File: src/rtl/act_pkg.sv
// Shared defaults, activation-type encodings and elaboration-time helpers for activation_unit.
// Runtime mode selection in activation_unit is enabled by defining ACT_RUNTIME_SEL_EN.
package act_pkg;

    localparam int ACT_DATA_WIDTH       = 16;
    localparam int ACT_WEIGHT_INT_WIDTH = 1;
    localparam int ACT_SIG_SIZE         = 5;

    typedef enum logic [1:0] {
        ACT_RELU    = 2'd0,
        ACT_SIG_NOR = 2'd1,
        ACT_SIG_LU  = 2'd2
    } act_type_e;

    // Maps the ACT_TYPE string to its encoding; -1 marks an unsupported name.
    function automatic int act_type_code(input string name);
        if (name == "relu")        return int'(ACT_RELU);
        if (name == "sigmoid_nor") return int'(ACT_SIG_NOR);
        if (name == "sigmoid_LU")  return int'(ACT_SIG_LU);
        return -1;
    endfunction

    // round-half-up(sigmoid(x_num / 2^x_frac) * 2^frac), optionally clipped to the positive word max.
    function automatic int sigmoid_entry(input int x_num, input int x_frac, input int frac,
                                         input int dw, input bit sat);
        real xr;
        real p;
        int  e;
        xr = real'(x_num) / real'(longint'(1) << x_frac);
        p  = 1.0 / (1.0 + $exp(-xr));
        e  = $rtoi(p * real'(longint'(1) << frac) + 0.5);
        if (sat && (e > (2 ** (dw - 1)) - 1)) begin
            e = (2 ** (dw - 1)) - 1;
        end
        return e;
    endfunction

    // Returns the raw table field, or the field max/min when the integer part overflowed.
    function automatic logic [31:0] clamp_field(input logic [31:0] raw, input logic sign,
                                                input logic ovf, input int size);
        logic [31:0] half_range;
        half_range = 32'd1 << (size - 1);
        if (!ovf) begin
            return raw;
        end
        if (sign) begin
            return half_range;
        end
        return half_range - 32'd1;
    endfunction

endpackage

File: src/rtl/sigmoid_rom.sv
// Sigmoid lookup ROM with registered read. HALF=1 stores only magnitudes 0..2^(SIG_SIZE-1)
// and rebuilds negative inputs by symmetry; HALF=0 stores the full signed table.
module sigmoid_rom
    import act_pkg::*;
#(
    parameter int DATA_WIDTH       = ACT_DATA_WIDTH,
    parameter int WEIGHT_INT_WIDTH = ACT_WEIGHT_INT_WIDTH,
    parameter int SIG_SIZE         = ACT_SIG_SIZE,
    parameter bit HALF             = 1'b0
)(
    input  logic                  clk,
    input  logic                  rst,
    input  logic                  en,
    input  logic [SIG_SIZE-1:0]   x,
    output logic [DATA_WIDTH-1:0] value
);

    localparam int F      = DATA_WIDTH - WEIGHT_INT_WIDTH;
    localparam int X_FRAC = SIG_SIZE - WEIGHT_INT_WIDTH;
    localparam int DEPTH  = HALF ? (2 ** (SIG_SIZE - 1)) + 1 : 2 ** SIG_SIZE;

    logic [DATA_WIDTH-1:0] rom_table [DEPTH];
    logic [DATA_WIDTH-1:0] data_reg;

    generate
        for (genvar gi = 0; gi < DEPTH; gi++) begin : g_entry
            localparam int X_NUM = (!HALF && (gi >= 2 ** (SIG_SIZE - 1))) ? gi - 2 ** SIG_SIZE : gi;
            assign rom_table[gi] = DATA_WIDTH'(sigmoid_entry(X_NUM, X_FRAC, F, DATA_WIDTH, !HALF));
        end

        if (HALF) begin : g_half
            localparam logic [DATA_WIDTH-1:0] SAT_MAX = {1'b0, {(DATA_WIDTH-1){1'b1}}};
            localparam logic [DATA_WIDTH-1:0] ONE     = DATA_WIDTH'(longint'(1) << F);

            logic                neg;
            logic                neg_reg;
            logic [SIG_SIZE-1:0] mag;

            assign neg = x[SIG_SIZE-1];
            assign mag = neg ? (~x) + SIG_SIZE'(1) : x;

            always_ff @(posedge clk or posedge rst) begin
                if (rst) begin
                    data_reg <= '0;
                    neg_reg  <= 1'b0;
                end else if (en) begin
                    data_reg <= rom_table[mag];
                    neg_reg  <= neg;
                end
            end

            // Entries are stored unclipped so 1 - sigmoid(m) stays exact for negative inputs.
            always_comb begin
                if (neg_reg) begin
                    value = ONE - data_reg;
                end else if (data_reg > SAT_MAX) begin
                    value = SAT_MAX;
                end else begin
                    value = data_reg;
                end
            end
        end else begin : g_full
            always_ff @(posedge clk or posedge rst) begin
                if (rst) begin
                    data_reg <= '0;
                end else if (en) begin
                    data_reg <= rom_table[x];
                end
            end

            assign value = data_reg;
        end
    endgenerate

endmodule

File: src/rtl/activation_unit.sv
// Fixed-point activation stage (ReLU / full sigmoid ROM / half sigmoid ROM), one-cycle latency.
// Define ACT_RUNTIME_SEL_EN to build all datapaths and select per sample through act_sel.
module activation_unit
    import act_pkg::*;
#(
    parameter int    DATA_WIDTH       = ACT_DATA_WIDTH,
    parameter int    WEIGHT_INT_WIDTH = ACT_WEIGHT_INT_WIDTH,
    parameter int    SIG_SIZE         = ACT_SIG_SIZE,
    parameter string ACT_TYPE         = "sigmoid_LU"
)(
    input  logic                    clk,
    input  logic                    rst,
    input  logic                    in_valid,
    input  logic [2*DATA_WIDTH-1:0] sum,
`ifdef ACT_RUNTIME_SEL_EN
    input  logic [1:0]              act_sel,
`endif
    output logic [DATA_WIDTH-1:0]   out,
    output logic                    out_valid
);

    localparam int SUM_TOP   = 2 * DATA_WIDTH - 1;
    localparam int FIELD_TOP = SUM_TOP - WEIGHT_INT_WIDTH;
    localparam int ACT_CODE  = act_type_code(ACT_TYPE);

`ifdef ACT_RUNTIME_SEL_EN
    localparam bit BUILD_RELU = 1'b1;
    localparam bit BUILD_NOR  = 1'b1;
    localparam bit BUILD_LU   = 1'b1;
`else
    localparam bit BUILD_RELU = (ACT_CODE == int'(ACT_RELU));
    localparam bit BUILD_NOR  = (ACT_CODE == int'(ACT_SIG_NOR));
    localparam bit BUILD_LU   = (ACT_CODE == int'(ACT_SIG_LU));
`endif

    logic                  sign;
    logic                  ovf;
    logic [SIG_SIZE-1:0]   field_x;
    logic [DATA_WIDTH-1:0] relu_out;
    logic [DATA_WIDTH-1:0] nor_out;
    logic [DATA_WIDTH-1:0] lu_out;
    logic                  out_valid_reg;
    logic                  sum_unused;

    generate
        if (ACT_CODE < 0) begin : g_bad_act_type
            $error("activation_unit: ACT_TYPE must be relu, sigmoid_nor or sigmoid_LU");
        end
    endgenerate

    // Integer bits that disagree with the sign mean the value is outside the table range.
    assign sign       = sum[SUM_TOP];
    assign ovf        = (sum[SUM_TOP -: WEIGHT_INT_WIDTH+1] != {(WEIGHT_INT_WIDTH+1){sign}});
    assign field_x    = SIG_SIZE'(clamp_field(32'(sum[FIELD_TOP -: SIG_SIZE]), sign, ovf, SIG_SIZE));
    assign sum_unused = ^{sum, field_x, ovf};

    generate
        if (BUILD_RELU) begin : g_relu
            localparam logic [DATA_WIDTH-1:0] SAT_MAX = {1'b0, {(DATA_WIDTH-1){1'b1}}};

            logic [DATA_WIDTH-1:0] relu_value;
            logic [DATA_WIDTH-1:0] relu_reg;

            always_comb begin
                relu_value = sum[FIELD_TOP -: DATA_WIDTH];
                if (sign) begin
                    relu_value = '0;
                end else if (ovf) begin
                    relu_value = SAT_MAX;
                end
            end

            always_ff @(posedge clk or posedge rst) begin
                if (rst) begin
                    relu_reg <= '0;
                end else if (in_valid) begin
                    relu_reg <= relu_value;
                end
            end

            assign relu_out = relu_reg;
        end else begin : g_no_relu
            assign relu_out = '0;
        end

        if (BUILD_NOR) begin : g_nor
            sigmoid_rom #(
                .DATA_WIDTH       (DATA_WIDTH),
                .WEIGHT_INT_WIDTH (WEIGHT_INT_WIDTH),
                .SIG_SIZE         (SIG_SIZE),
                .HALF             (1'b0)
            ) u_rom (
                .clk   (clk),
                .rst   (rst),
                .en    (in_valid),
                .x     (field_x),
                .value (nor_out)
            );
        end else begin : g_no_nor
            assign nor_out = '0;
        end

        if (BUILD_LU) begin : g_lu
            sigmoid_rom #(
                .DATA_WIDTH       (DATA_WIDTH),
                .WEIGHT_INT_WIDTH (WEIGHT_INT_WIDTH),
                .SIG_SIZE         (SIG_SIZE),
                .HALF             (1'b1)
            ) u_rom (
                .clk   (clk),
                .rst   (rst),
                .en    (in_valid),
                .x     (field_x),
                .value (lu_out)
            );
        end else begin : g_no_lu
            assign lu_out = '0;
        end
    endgenerate

`ifdef ACT_RUNTIME_SEL_EN
    act_type_e sel_reg;

    // The mode travels with the sample so the output mux matches the registered data.
    always_ff @(posedge clk or posedge rst) begin
        if (rst) begin
            sel_reg <= ACT_RELU;
        end else if (in_valid) begin
            case (act_sel)
                2'd1:    sel_reg <= ACT_SIG_NOR;
                2'd2:    sel_reg <= ACT_SIG_LU;
                default: sel_reg <= ACT_RELU;
            endcase
        end
    end

    always_comb begin
        case (sel_reg)
            ACT_SIG_NOR: out = nor_out;
            ACT_SIG_LU:  out = lu_out;
            default:     out = relu_out;
        endcase
    end
`else
    assign out = BUILD_RELU ? relu_out : (BUILD_NOR ? nor_out : lu_out);
`endif

    always_ff @(posedge clk or posedge rst) begin
        if (rst) begin
            out_valid_reg <= 1'b0;
        end else begin
            out_valid_reg <= in_valid;
        end
    end

    assign out_valid = out_valid_reg;

endmodule

File: config.mk
export PLATFORM = sky130hd
export DESIGN_NAME = activation_unit
export DESIGN_NICKNAME = d
export VERILOG_FILES = /design/src/rtl/act_pkg.sv /design/src/rtl/sigmoid_rom.sv /design/src/rtl/activation_unit.sv
export SDC_FILE = /design/constraint.sdc
export NUM_CORES = 1
export LEC_CHECK = 0
export ABC_AREA = 1
export CORE_MARGIN = 8
export CORE_UTILIZATION = 40
export CTS_BUF_LIST = sky130_fd_sc_hd__clkbuf_8 sky130_fd_sc_hd__clkbuf_16
export DETAILED_ROUTE_END_ITERATION = 16
export HOLD_SLACK_MARGIN = 0.02
export PLACE_DENSITY_LB_ADDON = 0.25
export SLEW_MARGIN = 20
export SYNTH_ARGS = -nofsm -noshare
export SYNTH_HDL_FRONTEND = slang
export SYNTH_SLANG_ARGS = --single-unit
File: constraint.sdc
create_clock -name clk -period 1.9 [get_ports clk]
set_input_delay 0.38 -clock clk [delete_from_list [all_inputs] [get_ports clk]]
set_output_delay 0.38 -clock clk [all_outputs]
set_load 0.01 [all_outputs]
==> results of run 1 <==
## final cells by class
type / instances / area, um^2
multi-input combinational: 178 / 1320
inverter: 40 / 170
tap: 48 / 60.1
timing repair buffer: 87 / 677
clock buffer: 3 / 41.3
fill: 280 / 1050
sequential: 16 / 400
## path summary, 6_finish.rpt
path | startpoint | to | slack [ns] | depth (start not counted)
max | g_lu.u_rom.data_reg[0] | out[15] | -0.21 | 10
min | rst | g_lu.u_rom.data_reg[2] | 0.50 | 2
max reg2reg | g_lu.u_rom.data_reg[7] | g_lu.u_rom.data_reg[7] | 0.91 | 4
min reg2reg | g_lu.u_rom.data_reg[14] | g_lu.u_rom.data_reg[14] | 0.53 | 2
max in group asynchronous | rst | g_lu.u_rom.g_half.neg_reg | 1.00 | 2
min in group clk | g_lu.u_rom.data_reg[14] | g_lu.u_rom.data_reg[14] | 0.53 | 2
## routing by layer
metal	wire length [um]	global-route usage
met4	230	0.0907
met2	2530	0.263
met5	0	0
met1	2030	0.168
met3	239	0.0239
## kinds of logic after synthesis
group,after synthesis,synth area share
compound gates,22,0.0895
buf+inv,46,0.125
fa+ha+maj,11,0.0879
xor+xnor,11,0.0616
simple gates,134,0.380
flops,16,0.256
## cell usage in the layout, fill, tap and decap left out, types with 2 or more instances in the layout
| cell type | synthesis | final |
|---|---|---|
| sky130_fd_sc_hd__nand2_1 | 81 | 61 |
| sky130_fd_sc_hd__buf_4 | 2 | 55 |
| sky130_fd_sc_hd__inv_1 | 36 | 29 |
| sky130_fd_sc_hd__nand2_2 | 12 | 24 |
| sky130_fd_sc_hd__dfrtp_1 | 16 | 16 |
| sky130_fd_sc_hd__buf_2 | 0 | 12 |
| sky130_fd_sc_hd__nand3_2 | 1 | 11 |
| sky130_fd_sc_hd__nand2_4 | 2 | 10 |
| sky130_fd_sc_hd__nor2_1 | 14 | 9 |
| sky130_fd_sc_hd__xor2_1 | 9 | 9 |
| sky130_fd_sc_hd__o21ai_2 | 2 | 7 |
| sky130_fd_sc_hd__nand3_1 | 20 | 7 |
| sky130_fd_sc_hd__ha_4 | 0 | 7 |
| sky130_fd_sc_hd__inv_2 | 3 | 6 |
| sky130_fd_sc_hd__clkdlybuf4s50_1 | 0 | 6 |
| sky130_fd_sc_hd__buf_6 | 2 | 6 |
| sky130_fd_sc_hd__o21ai_1 | 3 | 4 |
| sky130_fd_sc_hd__ha_1 | 11 | 4 |
| sky130_fd_sc_hd__nor2_4 | 0 | 3 |
| sky130_fd_sc_hd__inv_4 | 0 | 3 |
| sky130_fd_sc_hd__nand3_4 | 0 | 3 |
| sky130_fd_sc_hd__o21ai_0 | 10 | 3 |
| sky130_fd_sc_hd__clkbuf_8 | 0 | 3 |
| sky130_fd_sc_hd__dlygate4sd2_1 | 0 | 3 |
| sky130_fd_sc_hd__nor2_2 | 0 | 2 |
| sky130_fd_sc_hd__a31oi_1 | 2 | 2 |
| sky130_fd_sc_hd__xnor2_1 | 2 | 2 |
| sky130_fd_sc_hd__buf_8 | 0 | 2 |
| sky130_fd_sc_hd__clkbuf_2 | 0 | 2 |
## power by group through the flow
| stage | registers (mW) | logic (mW) | clock network (mW) |
|---|---|---|---|
| floorplan | 0.451 | 0.603 | 0 |
| global placement | 0.445 | 1.11 | 0 |
| detailed placement | 0.446 | 1.13 | 0 |
| CTS | 0.444 | 1.18 | 0.251 |
| global route | 0.451 | 1.47 | 0.268 |
| finish | 0.444 | 1.35 | 0.243 |
## timing repair
item	4_1_cts	5_1_grt
pin swaps	15	27
setup buffers	8	8
setup endpoints to repair	28	26
gates cloned	1	1
resized for setup	101	57
==> impl_metrics.ini, run 1 <==
[die]
design.core.area_um2 = 3720
initial_utilization = 0.421
die_w_um = 78.6
placement_rows = 22
die_h_um = 78.6
floorplan.io_pins = 52
fp.dieArea_um2 = 6170

[yosys]
synth.top_cell.area_share = 0.256
yosysTopAreaCell = sky130_fd_sc_hd__dfrtp_1
synth_edf_count = 0
synth_area_leaders = sky130_fd_sc_hd__dfrtp_1, sky130_fd_sc_hd__nand2_1, sky130_fd_sc_hd__ha_1
syn-num-nets = 286
yosys_most_used_dff = sky130_fd_sc_hd__dfrtp_1
synthesis.area_um2 = 1570
syn_area_per_cell_um2 = 6.52
netlist_top_cells_count = sky130_fd_sc_hd__nand2_1, sky130_fd_sc_hd__inv_1, sky130_fd_sc_hd__nand3_1, sky130_fd_sc_hd__dfrtp_1, sky130_fd_sc_hd__nor2_1
syn_inst = 240
ys_types = 28
seq_area_frac_synth = 0.256
most_repeated_cell_in_the_gate_level_netlist_after_synthesis = sky130_fd_sc_hd__nand2_1
yosys_warnings = 0
synth.ff_latch_count = 16
async_reset_ff_frac = 1.00

[pwr]
netSwitchingPower_mw = 0.870
comb_power_share = 0.663
sequentialPowerShare = 0.218
p_total_mw = 2.04
internal_power_mw = 1.17
share_clk_of_total_power = 0.119
power.share.switching = 0.427
vdd_ir_drop_max_mv = 0.293
pwr_density_cell_nw_per_um2 = 763
leakagePower_nw = 1.39

[drt]
detail_route.iter0.violations = 39
num_vias = 1829
post_drt_antenna_nets = 0
finalWirelength_um = 5040
drcViolationCount = 0
drt-wirelength-per-cell_um = 13.5
routed_via_density = 4.92
firstDrtPassIters = 4

[sta]
fmax_mhz = 474
slew_headroom = 0.592
worstMarginPinSlew_ns = 0.611
timing.final.setup_violations = 11
finalCritPeriodShare = 1.11
fin_crit_ns = 2.11
rsz_0062_raised_after_global_routing = true
clock-skew-final_ns = 0
fin_worst_hold_slack_ns = 0.505
slew_viol_final = 0
setup-tns-final_ns = -1.29
final_ws_setup_ns = -0.211
timing.final.hold_violations = 0

[run]
maxCapViolations = 0

[placed_design]
port_buffers = 25
dpl-instance-area_um2 = 2240
dpl.hpwl_um = 3330
placement.setup.worst_slack_ns = -0.746
placedCellCount = 354
gp_congestion = 0.943

[layout]
flow.area_growth_from_synthesis_pct = 70.3
largest_reg_flops = 14
n_antenna_cell = 0
fin_cells = 372
drive_above_1_share = 0.512
final_area_um2 = 2670
finalCoreUtilization = 0.718
nets = 372

[worst_setup_path]
cp-start-kind = register
critPathArrivalTime_ns = 1.73
cp_top_family = simple AND/OR/NAND/NOR gates
crit_path_top_delay_cell = sky130_fd_sc_hd__dfrtp_1
crit_fanout = 4
worstPathCellList = inv_2 > buf_6 > nand3_2 > nor2_1 > nand2_1 > nor3_2 > buf_4 > nand2_4 > nor4_2 > buf_2
cp.required_ns = 1.52
cpPeakStageDelay_ns = 0.38
crit_path_end_kind = primary output
worstSetupPathType = reg -> out
worst-path-buf-inv = 4

[clock_network]
tritoncts.num_buffers = 3
clock_latency_ns = 0.24
cts-root-to-sink-buffers = 2
clock_tree_from_tritoncts = done
cts-hold-fix-buffers = 0
clkSlewWorstSetupHoldPaths_ns = 0.06
htreeDepth = 1
root_buffer = sky130_fd_sc_hd__clkbuf_8
clock_sinks = 16

[global_route]
grt_first_pass_wirelength_um = 7730
groute.usage.overall = 0.150
antenna_found_initial = 0
grt_start_max_net_pins = 17
grt_pass1_vias = 1751
globalRouteOverflowTotal = 0

[run_status]
run_status = finished, violations left
failed_checks = negative setup slack

[min_path]
worst_hold_path_type = in -> async
Note: power is estimated with default switching activity, not from simulation.
==> run 2: changes to the inputs <==
PLACE_DENSITY = 0.82   (was unset)
PLACE_DENSITY_LB_ADDON = unset   (was 0.25)
==> impl_metrics.ini, run 2 (synthesis gave the netlist of run 1 again) <==
[clock_network]
clock_tree_from_tritoncts = done
cts-hold-fix-buffers = 0
root_buffer = sky130_fd_sc_hd__clkbuf_8
clock_sinks = 16
htreeDepth = 1
clkSlewWorstSetupHoldPaths_ns = 0.06
cts-root-to-sink-buffers = 2
tritoncts.num_buffers = 3
clock_latency_ns = 0.25

[drt]
drcViolationCount = 0
drt-wirelength-per-cell_um = 13.5
detail_route.iter0.violations = 104
firstDrtPassIters = 4
detailroute.wirelength.met2_um = 2650
m1WireLength_um = 1950
dr.max_layer_used = met4
route.met3.wl_um = 308
finalWirelength_um = 5040
num_vias = 1865
post_drt_antenna_nets = 0
routed_via_density = 5.00

[worst_setup_path]
crit_path_end_kind = primary output
crit_path_start = g_lu.u_rom.data_reg[0]
cp.required_ns = 1.52
rr_startpoint = g_lu.u_rom.data_reg[7]
cp-start-kind = register
crit_fanout = 4
critPathArrivalTime_ns = 1.69
worstSetupPathType = reg -> out

[placed_design]
port_buffers = 25
dpl.hpwl_um = 3220
placedCellCount = 357
gp_congestion = 0.909

[run_status]
run_status = finished, violations left
failed_checks = negative setup slack

[die]
placement_rows = 22
die_h_um = 78.6
design.core.area_um2 = 3720
floorplan.io_pins = 52
die_w_um = 78.6
fp.dieArea_um2 = 6170
initial_utilization = 0.421

[pwr]
p_total_mw = 2.10
netSwitchingPower_mw = 0.880
internal_power_mw = 1.21
sequentialPowerShare = 0.215
comb_power_share = 0.640
leakagePower_nw = 1.37
vdd_ir_drop_max_mv = 0.349
pwr_density_cell_nw_per_um2 = 799
share_clk_of_total_power = 0.145
power.share.switching = 0.420

[sta]
slew_headroom = 0.589
fmax_mhz = 483
worstMarginPinSlew_ns = 0.615
clock-skew-final_ns = 0
rsz_0062_raised_after_global_routing = true
timing.final.hold_violations = 0
final_ws_setup_ns = -0.171
fin_crit_ns = 2.07
finalCritPeriodShare = 1.09
timing.final.setup_violations = 14
slew_viol_final = 0

[global_route]
globalRouteOverflowTotal = 0
groute.usage.overall = 0.150
grt_start_max_net_pins = 17
grt_first_pass_wirelength_um = 7780
antenna_found_initial = 0
grt_pass1_vias = 1770

[layout]
largest_reg_flops = 14
layout_common_cells = sky130_fd_sc_hd__nand2_1, sky130_fd_sc_hd__buf_4, sky130_fd_sc_hd__inv_1, sky130_fd_sc_hd__nand2_2, sky130_fd_sc_hd__dfrtp_1
drive_above_1_share = 0.489
flow.area_growth_from_synthesis_pct = 67.5
fin_cells = 373
n_antenna_cell = 0
nets = 372
layout_commonest_cell = sky130_fd_sc_hd__nand2_1
finalCoreUtilization = 0.705

[min_path]
worst_hold_path_type = in -> async

[run]
maxCapViolations = 0
-- run 2: per-layer routing --
| layer | track usage | vias up |
|---|---|---|
| met3 | 0.0353 | 13 |
| met1 | 0.167 | 868 |
| li1 | - | 914 |
| met4 | 0.0537 | 0 |
| met2 | 0.269 | 70 |
| met5 | 0 | - |
-- run 2: through the flow --
step           hold slack (ns)  cell area [um^2]  setup WS, ns  TNS [ns]
2_1_floorplan            0.294              1620        -0.120    -0.431
3_3_place_gp             0.481              2260        -0.678    -10.81
3_5_place_dp             0.496              2260        -0.762    -12.06
4_1_cts                  0.511              2380        -0.180     -1.00
5_1_grt                  0.551              2620        -0.271     -3.14
6_report                 0.517              2620        -0.171     -1.41
-- run 2: critical path, stage by stage, from the launching register on --
cell                      delay (ns)
sky130_fd_sc_hd__dfrtp_1        0.39
sky130_fd_sc_hd__inv_2          0.11
sky130_fd_sc_hd__nand3_2        0.09
sky130_fd_sc_hd__nor2_1         0.09
sky130_fd_sc_hd__nand2_1        0.09
sky130_fd_sc_hd__nor3_2         0.12
sky130_fd_sc_hd__buf_4          0.16
sky130_fd_sc_hd__nand2_2        0.07
sky130_fd_sc_hd__nand2_2        0.07
sky130_fd_sc_hd__xnor2_1        0.10
sky130_fd_sc_hd__buf_2          0.15
-- run 2: final timing paths --
check	endpoint	cells past startpoint	slack, ns
setup / recovery	out[9]	10	-0.17
hold / removal	g_lu.u_rom.data_reg[2]	2	0.52
setup reg to reg	g_lu.u_rom.data_reg[7]	4	0.87
hold reg to reg	g_lu.u_rom.data_reg[14]	2	0.52
max in group asynchronous	g_lu.u_rom.data_reg[12]	2	0.98
min in group clk	g_lu.u_rom.data_reg[14]	2	0.52
-- run 2: timing repair --
item,in CTS,in global routing
setup endpoints to repair,28,25
gates resized for setup,94,52
buffers inserted,7,7
pin swaps,16,31
-- run 2: area by class of cell --
class,count,area [um^2]
Timing Repair Buffer,87,679
Clock buffer,4,55.1
Multi-Input combinational cell,178,1260
Tap cell,48,60.1
Fill cell,270,1090
Inverter,40,168
Sequential cell,16,400
-- run 2: power by group through the flow --
stage	Sequential, mW	Clock, mW	Combinational [mW]
finish	0.450	0.304	1.34
global route	0.456	0.329	1.46
CTS	0.449	0.307	1.14
detailed placement	0.451	0	1.14
global placement	0.447	0	1.11
floorplan	0.451	0	0.603
==> run 3: changes to the inputs <==
--- a/config.mk
+++ b/config.mk
@@ -11,2 +11,3 @@
 export CTS_BUF_LIST = sky130_fd_sc_hd__clkbuf_8 sky130_fd_sc_hd__clkbuf_16
+export CTS_CLUSTER_DIAMETER = 40
 export DETAILED_ROUTE_END_ITERATION = 16
==> constraint.sdc (replaced) <==
create_clock -name clk -period 1.9 [get_ports clk]
set_input_delay 0.285 -clock clk [delete_from_list [all_inputs] [get_ports clk]]
set_output_delay 0.285 -clock clk [all_outputs]
set_load 0.01 [all_outputs]
==> impl_metrics.ini, run 3 (synthesis gave the netlist of run 1 again) <==
[run_status]
run_status = finished, violations left
failed_checks = negative setup slack

[worst_setup_path]
worst-path-buf-inv = 4
cp-start-kind = register
critical_path_s_most_frequent_cell = sky130_fd_sc_hd__nand2_1
crit_path_end_kind = primary output
crit_fanout = 4
critPathArrivalTime_ns = 1.79
cp_top_family = simple AND/OR/NAND/NOR gates
cp.required_ns = 1.62
cpPeakStageDelay_ns = 0.38
worstSetupPathType = reg -> out
worstPathCellList = inv_2 > nand3_2 > nor2_1 > nand2_1 > nor3_2 > buf_4 > buf_6 > nand3_4 > nand2_2 > nand2_1 > nand2_1 > buf_2
crit_path_top_delay_cell = sky130_fd_sc_hd__dfrtp_1

[layout]
layout_commonest_cell = sky130_fd_sc_hd__nand2_1
n_antenna_cell = 0
seq_area_um2 = 400
multi_input_comb_area_um2 = 1150
fin_cells = 370
layout_common_cells = sky130_fd_sc_hd__nand2_1, sky130_fd_sc_hd__buf_4, sky130_fd_sc_hd__inv_1, sky130_fd_sc_hd__nand3_1, sky130_fd_sc_hd__dfrtp_1
nets = 370
fillers = 298
flow.area_growth_from_synthesis_pct = 57.3
largest_reg_flops = 14
final_area_um2 = 2460
drive_above_1_share = 0.419

[placed_design]
gp_congestion = 0.918
placement.setup.worst_slack_ns = -0.613
dpl-instance-area_um2 = 2240
port_buffers = 25
dpl.hpwl_um = 3340
placedCellCount = 355

[global_route]
groute.usage.overall = 0.145
grt_pass1_vias = 1830
antenna_found_initial = 0
grt_first_pass_wirelength_um = 7660
grt_start_max_net_pins = 17
globalRouteOverflowTotal = 0

[pwr]
vdd_ir_drop_max_mv = 0.265
leakagePower_nw = 1.32
pwr_density_cell_nw_per_um2 = 776
p_total_mw = 1.91

[clock_network]
clock_tree_from_tritoncts = done
root_buffer = sky130_fd_sc_hd__clkbuf_8
clock_sinks = 16
tritoncts.num_buffers = 3
clock_latency_ns = 0.24
htreeDepth = 1
cts-root-to-sink-buffers = 2
cts-hold-fix-buffers = 0
clkSlewWorstSetupHoldPaths_ns = 0.06

[drt]
routed_via_density = 4.84
finalWirelength_um = 4440
post_drt_antenna_nets = 0
drcViolationCount = 0
detail_route.iter0.violations = 74
drt-wirelength-per-cell_um = 12.0
firstDrtPassIters = 4
num_vias = 1792

[sta]
fmax_mhz = 481
worstMarginPinSlew_ns = 0.581
finalCritPeriodShare = 1.09
clock-skew-final_ns = 0
timing.final.setup_violations = 8
final_ws_setup_ns = -0.179
rsz_0062_raised_after_global_routing = true
slew_viol_final = 0
fin_worst_hold_slack_ns = 0.409
slew_headroom = 0.612
timing.final.hold_violations = 0
fin_crit_ns = 2.08

[die]
placement_rows = 22
design.core.area_um2 = 3720
fp.dieArea_um2 = 6170
die_w_um = 78.6
initial_utilization = 0.421
die_h_um = 78.6
floorplan.io_pins = 52

[run]
maxCapViolations = 0

[min_path]
worst_hold_path_type = in -> async
[run 3: worst register-to-register path, delay by kind of cell (launching register included)]
kind / cells / cell delay, ns
flip-flops: 1 / 0.38
AND/OR/NAND/NOR: 2 / 0.32
buffers and inverters: 2 / 0.18
[run 3: area by class of cell]
class | count | area share
Sequential cell | 16 | 0.163
Tap cell | 48 | 0.0244
Clock buffer | 3 | 0.0168
Multi-Input combinational cell | 178 | 0.466
Timing Repair Buffer | 85 | 0.263
Inverter | 40 | 0.0671
[run 3: power breakdown]
part | switching, mW | internal, mW | total, mW
Sequential | 0.0394 | 0.408 | 0.447
Clock | 0.107 | 0.140 | 0.247
Combinational | 0.649 | 0.567 | 1.22
Total | 0.795 | 1.12 | 1.91
[run 3: what timing repair did]
action                     in CTS  in global routing
setup endpoints to repair      28                 21
pin swaps                       9                 17
hold endpoints to repair        0                  0
resized for setup              78                 26
setup buffers                   5                  7
[run 3: final timing paths]
kind | from | end | slack (ns) | cells past startpoint
max | g_lu.u_rom.data_reg[0] | out[11] | -0.18 | 12
min reg2reg | g_lu.u_rom.data_reg[14] | g_lu.u_rom.data_reg[14] | 0.52 | 2
min in group clk | g_lu.u_rom.data_reg[14] | g_lu.u_rom.data_reg[14] | 0.52 | 2
max reg2reg | g_lu.u_rom.data_reg[7] | g_lu.u_rom.data_reg[7] | 0.91 | 4
min | rst | g_lu.u_rom.data_reg[4] | 0.41 | 2
max in group asynchronous | rst | g_lu.u_rom.data_reg[12] | 1.11 | 2
[run 3: metrics by stage]
| step | utilization | TNS [ns] |
|---|---|---|
| after floorplan | - | -0.0254 |
| after global placement | 0.604 | -7.92 |
| after detailed placement | 0.604 | -9.32 |
| after CTS | 0.637 | -0.458 |
| after global routing | 0.663 | -2.16 |
| final | 0.663 | -0.943 |
[run 3: layer usage]
metal	vias up	GRT usage	part of all wire
li1	905	-	-
met1	827	0.152	0.40
met2	48	0.273	0.53
met3	12	0.0376	0.052
met4	0	0.0444	0.018
met5	-	0	0
